`config.mk`:
```
export PLATFORM = sky130hd
export DESIGN_NAME = piso_word_serializer
export DESIGN_NICKNAME = d
export VERILOG_FILES = /design/src/rtl/piso_word_serializer.sv
export SDC_FILE = /design/constraint.sdc
export NUM_CORES = 1
export LEC_CHECK = 0
export ABC_CLOCK_PERIOD_IN_PS = 3480
export CAP_MARGIN = 30
export CORE_MARGIN = 8
export CORE_UTILIZATION = 43
export DETAILED_ROUTE_END_ITERATION = 10
export GPL_TIMING_DRIVEN = 0
export PLACE_DENSITY = 0.67
export SLEW_MARGIN = 30
export SYNTH_ARGS = -nofsm -noshare
export SYNTH_HDL_FRONTEND = slang
export SYNTH_SLANG_ARGS = --single-unit
```
`constraint.sdc`:
```
create_clock -name clk -period 3.48 [get_ports clk]
set_input_delay 0.348 -clock clk [delete_from_list [all_inputs] [get_ports clk]]
set_output_delay 0.348 -clock clk [all_outputs]
set_load 0.02 [all_outputs]
```
`src/rtl/piso_word_serializer.sv`:
```
// Parallel-in / serial-out word serialiser: accepts an N-bit word on a valid/ready
// handshake and emits it LSB first, one bit per cycle with a shift-enable strobe.
module piso_word_serializer #(
  parameter int unsigned N   = 4,
  parameter int unsigned GAP = 1
) (
  input  logic         clk,
  input  logic         rst_n,
  input  logic         load_valid,
  output logic         load_ready,
  input  logic [N-1:0] load_data,
  output logic         ser_out,
  output logic         ser_en,
  output logic         busy,
  output logic         done
);

  localparam int unsigned BW       = $clog2(N);
  localparam int unsigned GW       = $clog2((GAP > 1) ? GAP : 2);
  localparam int unsigned GAP_LAST = (GAP > 0) ? GAP - 1 : 0;

  typedef enum logic [1:0] {
    ST_IDLE  = 2'd0,
    ST_SHIFT = 2'd1,
    ST_GAP   = 2'd2
  } state_e;

  state_e        state_q, state_d;
  logic [N-1:0]  sreg_q, sreg_d;
  logic [BW-1:0] bitcnt_q, bitcnt_d;
  logic [GW-1:0] gapcnt_q, gapcnt_d;
  logic          ser_out_q, ser_out_d;
  logic          ser_en_q, ser_en_d;
  logic          busy_q, busy_d;
  logic          done_q, done_d;
  logic          load_ready_q, load_ready_d;

  logic accept_c;
  logic last_bit_c;
  logic gap_last_c;

  // load_ready_q gates acceptance so nothing is captured on the first edge after reset
  assign accept_c   = (state_q == ST_IDLE) && load_valid && load_ready_q;
  assign last_bit_c = (bitcnt_q == BW'(N - 1));
  assign gap_last_c = (gapcnt_q == GW'(GAP_LAST));

  assign load_ready = load_ready_q;
  assign ser_out    = ser_out_q;
  assign ser_en     = ser_en_q;
  assign busy       = busy_q;
  assign done       = done_q;

  // State and datapath registers
  always_ff @(posedge clk or negedge rst_n) begin
    if (!rst_n) begin
      state_q      <= ST_IDLE;
      sreg_q       <= '0;
      bitcnt_q     <= '0;
      gapcnt_q     <= '0;
      ser_out_q    <= 1'b0;
      ser_en_q     <= 1'b0;
      busy_q       <= 1'b0;
      done_q       <= 1'b0;
      load_ready_q <= 1'b0;
    end else begin
      state_q      <= state_d;
      sreg_q       <= sreg_d;
      bitcnt_q     <= bitcnt_d;
      gapcnt_q     <= gapcnt_d;
      ser_out_q    <= ser_out_d;
      ser_en_q     <= ser_en_d;
      busy_q       <= busy_d;
      done_q       <= done_d;
      load_ready_q <= load_ready_d;
    end
  end

  // Next-state logic
  always_comb begin
    state_d = state_q;
    unique case (state_q)
      ST_IDLE:  if (accept_c) state_d = ST_SHIFT;
      ST_SHIFT: if (last_bit_c) state_d = (GAP > 0) ? ST_GAP : ST_IDLE;
      ST_GAP:   if (gap_last_c) state_d = ST_IDLE;
      default:  state_d = ST_IDLE;
    endcase
  end

  // Datapath update; outputs are precomputed from next-cycle values and registered
  always_comb begin
    sreg_d   = sreg_q;
    bitcnt_d = bitcnt_q;
    gapcnt_d = gapcnt_q;
    unique case (state_q)
      ST_IDLE: begin
        if (accept_c) begin
          sreg_d   = load_data;
          bitcnt_d = '0;
        end
      end
      ST_SHIFT: begin
        sreg_d   = sreg_q >> 1;
        bitcnt_d = last_bit_c ? '0 : bitcnt_q + BW'(1);
        gapcnt_d = '0;
      end
      ST_GAP: begin
        gapcnt_d = gapcnt_q + GW'(1);
      end
      default: begin
        sreg_d   = '0;
        bitcnt_d = '0;
        gapcnt_d = '0;
      end
    endcase

    ser_en_d     = (state_d == ST_SHIFT);
    ser_out_d    = ser_en_d & sreg_d[0];
    done_d       = ser_en_d && (bitcnt_d == BW'(N - 1));
    busy_d       = (state_d != ST_IDLE);
    load_ready_d = (state_d == ST_IDLE);
  end

endmodule

```
==> metrics.md <==
| Metric | Value |
|---|---|
| Run status | completed |
| Unrepaired setup endpoints after global routing | no |
| Library cells used by synthesis | 23 |
| Share of synthesized registers carrying an async set or reset | 1.00 |
| Maximum number of pins on one net before global-route repair | 14 |
| Synth cell count leaders | dfrtp_1, nand2_1, nor2_1 |
| Placement Cell Area | 693 um^2 |
| Post-route cell area | 719 um^2 |
| Overall die area | between 2000 and 3000 um^2 |
| Switching power total | about 230 uW |
| Highest clock rate | 568 MHz |
| Global-route wire length before repair | between 1500 and 2000 um |
| RR Startpoint | bitcnt_q[0]$_DFF_PN0_ |
| Main area contributors after synthesis | dfrtp_1, and4b_1, nand2_1, nor2_1, o2bb2ai_1 |
| # DRC | 0 |
| WL per Instance | 13.7 um |
| Launch point of the critical path | load_ready$_DFF_PN0_ |
| Cells after DPL | 76 |
| Antenna violations before repair | 0 |
| Synthesized area divided by synthesized cell count | approximately 11 um^2 |
| Portion of the clock cycle consumed by the worst path in the final layout | 0.506 |
| Yosys top cell area share | 0.576 |
| Slowest cell on the critical path | clkdlybuf4s50_1 |
| Post-CTS Setup Repair Bufs | 0 |
| Switching fraction of total power | 0.361 |
| Worst setup skew after layout | 0.00439 ns |
| Startpoint types | flop |
| Final non-filler cell total | 80 |
| Delay of the slowest cell on the worst path | 0.66 ns |
| Capturing element type of the critical path | primary output |
| Number of buffers created by CTS | 3 |
| Number of top-level pins | 12 |
| Data required time at the worst endpoint | 3.13 ns |
| Seq. cell area | 325 um^2 |
| TritonCTS clock tree | yes |
| Count of standard-cell rows | 13 |
| Sum Neg Setup Slack | 0 ns |
| Top fanout value on the critical path | 7 |
| Max-cap violations | 0 |
| Total number of vias | 407 |
| Sequential cell area fraction in the yosys report | 0.576 |
| Arrival time of data at the critical path endpoint | between 1 and 1.5 ns |
| Path class of the lowest-slack min-delay path | primary input to async pin |
| Family of cells with the greatest summed delay on the critical path | buffers and inverters |
| Critical-path cell list | clkdlybuf4s50_1 |
| Syn nets | between 50 and 60 |
| Post-layout util | 0.567 |
| Final count of negative-setup-slack endpoints | 0 |
| Final slew viol count | 0 |
| Buffers on Ports | 11 |
| Via count of the first global-routing pass | roughly 440 |
| Area taken by multi-input logic gates | between 200 and 250 um^2 |
| Post-synth top flop | dfrtp_1 |
| Combinational share of power | 0.444 |
| Shortest period the worst path allows | 1.76 ns |
| Most frequently used cell type in the post-synthesis netlist | dfrtp_1 |
| Cts repair resizes | 0 |
| Worst Path Class, Setup | flop to primary output |
| Count of mapped cells out of synthesis | 50 |
| Post-synth design cell area | between 500 and 600 um^2 |
| H-tree lvl count | 1 |
| Flip-flop and latch count after synthesis | 13 |
| Drt total wl | roughly 1100 um |
| Cell-internal power | 401 uW |
| Total of warnings raised by yosys | 0 |
| HPWL after detailed placement | 789 um |
| Fraction of layout instances using a drive strength above 1 | 0.108 |
| Overflow after GRT | 0 |
| Via density per instance | 5.09 |
| Cell area power density | ~870 nW/um^2 |
| Count of clock tree sinks | 13 |
| Clock power share | 0.146 |
| Clk pin slew, worst setup/hold paths | 0.08 ns |
| Total power of the final layout | 628 uW |
| Combined buffer and inverter count along the critical path | 1 |
| Starting Density | 0.445 |
| Standby leakage power | 0.346 nW |
| Max-slew headroom at the worst pin | 0.617 |
| Routability congestion estimate | 0.773 |
| Slew at the pin closest to its max-slew limit | 0.573 ns |
| Die boundary height | approximately 52 um |
| Fill cell total of the finished layout | 119 |
| Clock root buffer | clkbuf_4 |
| Placeable core area | 1270 um^2 |
| Count of antenna-violating nets left after detailed routing | 0 |
| Maximum VDD drop | 502 uV |
| ANT cells | 0 |
| Proportion of power drawn by flip-flops and latches | 0.410 |
| Later-pin clock latency in the skew report | 0.27 ns |
| Gr usage total | 0.0976 |
| Layout overhead on the synthesized area | 27.5% |
| X dimension of the die | 52.2 um |
| Post-synth EDFFs | 0 |
| Hold buffer count at CTS | 0 |
| Cell taking the most area after synthesis | dfrtp_1 |
| Maximum buffer depth of the clock tree | 2 |
| Final layout net count | 74 |
| Iteration-0 DRC count of the detailed router | 4 |
| Number of endpoints with negative hold slack in the final report | 0 |
| First drt pass iteration count | 4 |
-- final timing paths --
path | endpoint | slack, ns | depth (start not counted)
setup / recovery | load_ready | 1.72 | 1
hold / removal | sreg_q[1]$_DFFE_PN0P_ | 0.44 | 1
setup reg to reg | done$_DFF_PN0_ | 2.28 | 4
hold reg to reg | sreg_q[2]$_DFFE_PN0P_ | 0.50 | 1
max in group asynchronous | state_q[0]$_DFF_PN0_ | 2.67 | 1
min in group clk | sreg_q[2]$_DFFE_PN0P_ | 0.50 | 1
-- cells in the final DEF, fill, tap and decap left out, drive strengths merged, types with 2 or more instances in the layout --
cell type,count
nand3b,2
inv,2
buf,2
clkdlybuf4s50,11
nand2,5
o2bb2ai,2
nor2,5
and2b,2
clkbuf,4
o21a,2
a21oi,3
dfrtp,13
and4b,3
-- flip-flops by register name, summed over array words and instances, names as in the netlist --
register	flops
load_ready	1
ser_out	1
done	1
busy	1
state_q	2
ser_en	1
gapcnt_q	1
sreg_q	3
bitcnt_q	2
-- metrics by stage --
| stage | hold slack (ns) | setup WS, ns |
|---|---|---|
| 6_report | 0.437 | 1.72 |
| 5_1_grt | 0.503 | 1.66 |
| 4_1_cts | 0.463 | 1.72 |
| 3_5_place_dp | 0.484 | 1.90 |
| 3_3_place_gp | 0.479 | 1.91 |
| 2_1_floorplan | 0.0524 | 2.39 |
-- power by group through the flow --
stage / Clock, mW / Combinational, mW / Sequential, mW
2_1_floorplan: 0 / 0.151 / 0.286
3_3_place_gp: 0 / 0.278 / 0.260
3_5_place_dp: 0 / 0.283 / 0.261
4_1_cts: 0.0968 / 0.283 / 0.257
5_1_grt: 0.106 / 0.312 / 0.265
6_report: 0.0918 / 0.279 / 0.257
-- routing by layer --
layer	GRT usage	wire length (um)
met3	0.0455	92
met4	0.0647	27
met2	0.142	469
met1	0.112	505
met5	0	0
-- logic make-up after synthesis --
group                    after synthesis  share of synthesized area
AND/OR/NAND/NOR                       20                      0.215
AO/OA/AOI/OAI                         10                      0.118
multiplexers                           1                     0.0177
adder cells (fa/ha/maj)                1                     0.0222
buffers and inverters                  4                     0.0355
flip-flops                            13                      0.576
XOR/XNOR                               1                     0.0155
-- final cells by class --
| cell class | count | share of cell area |
|---|---|---|
| buffer | 2 | 0.0174 |
| multi-input combinational | 33 | 0.304 |
| inverter | 2 | 0.0104 |
| clock buffer | 4 | 0.0365 |
| sequential | 13 | 0.452 |
| timing repair buffer | 11 | 0.153 |
| tap | 15 | 0.0261 |
Power figures use the tool's default switching activity.
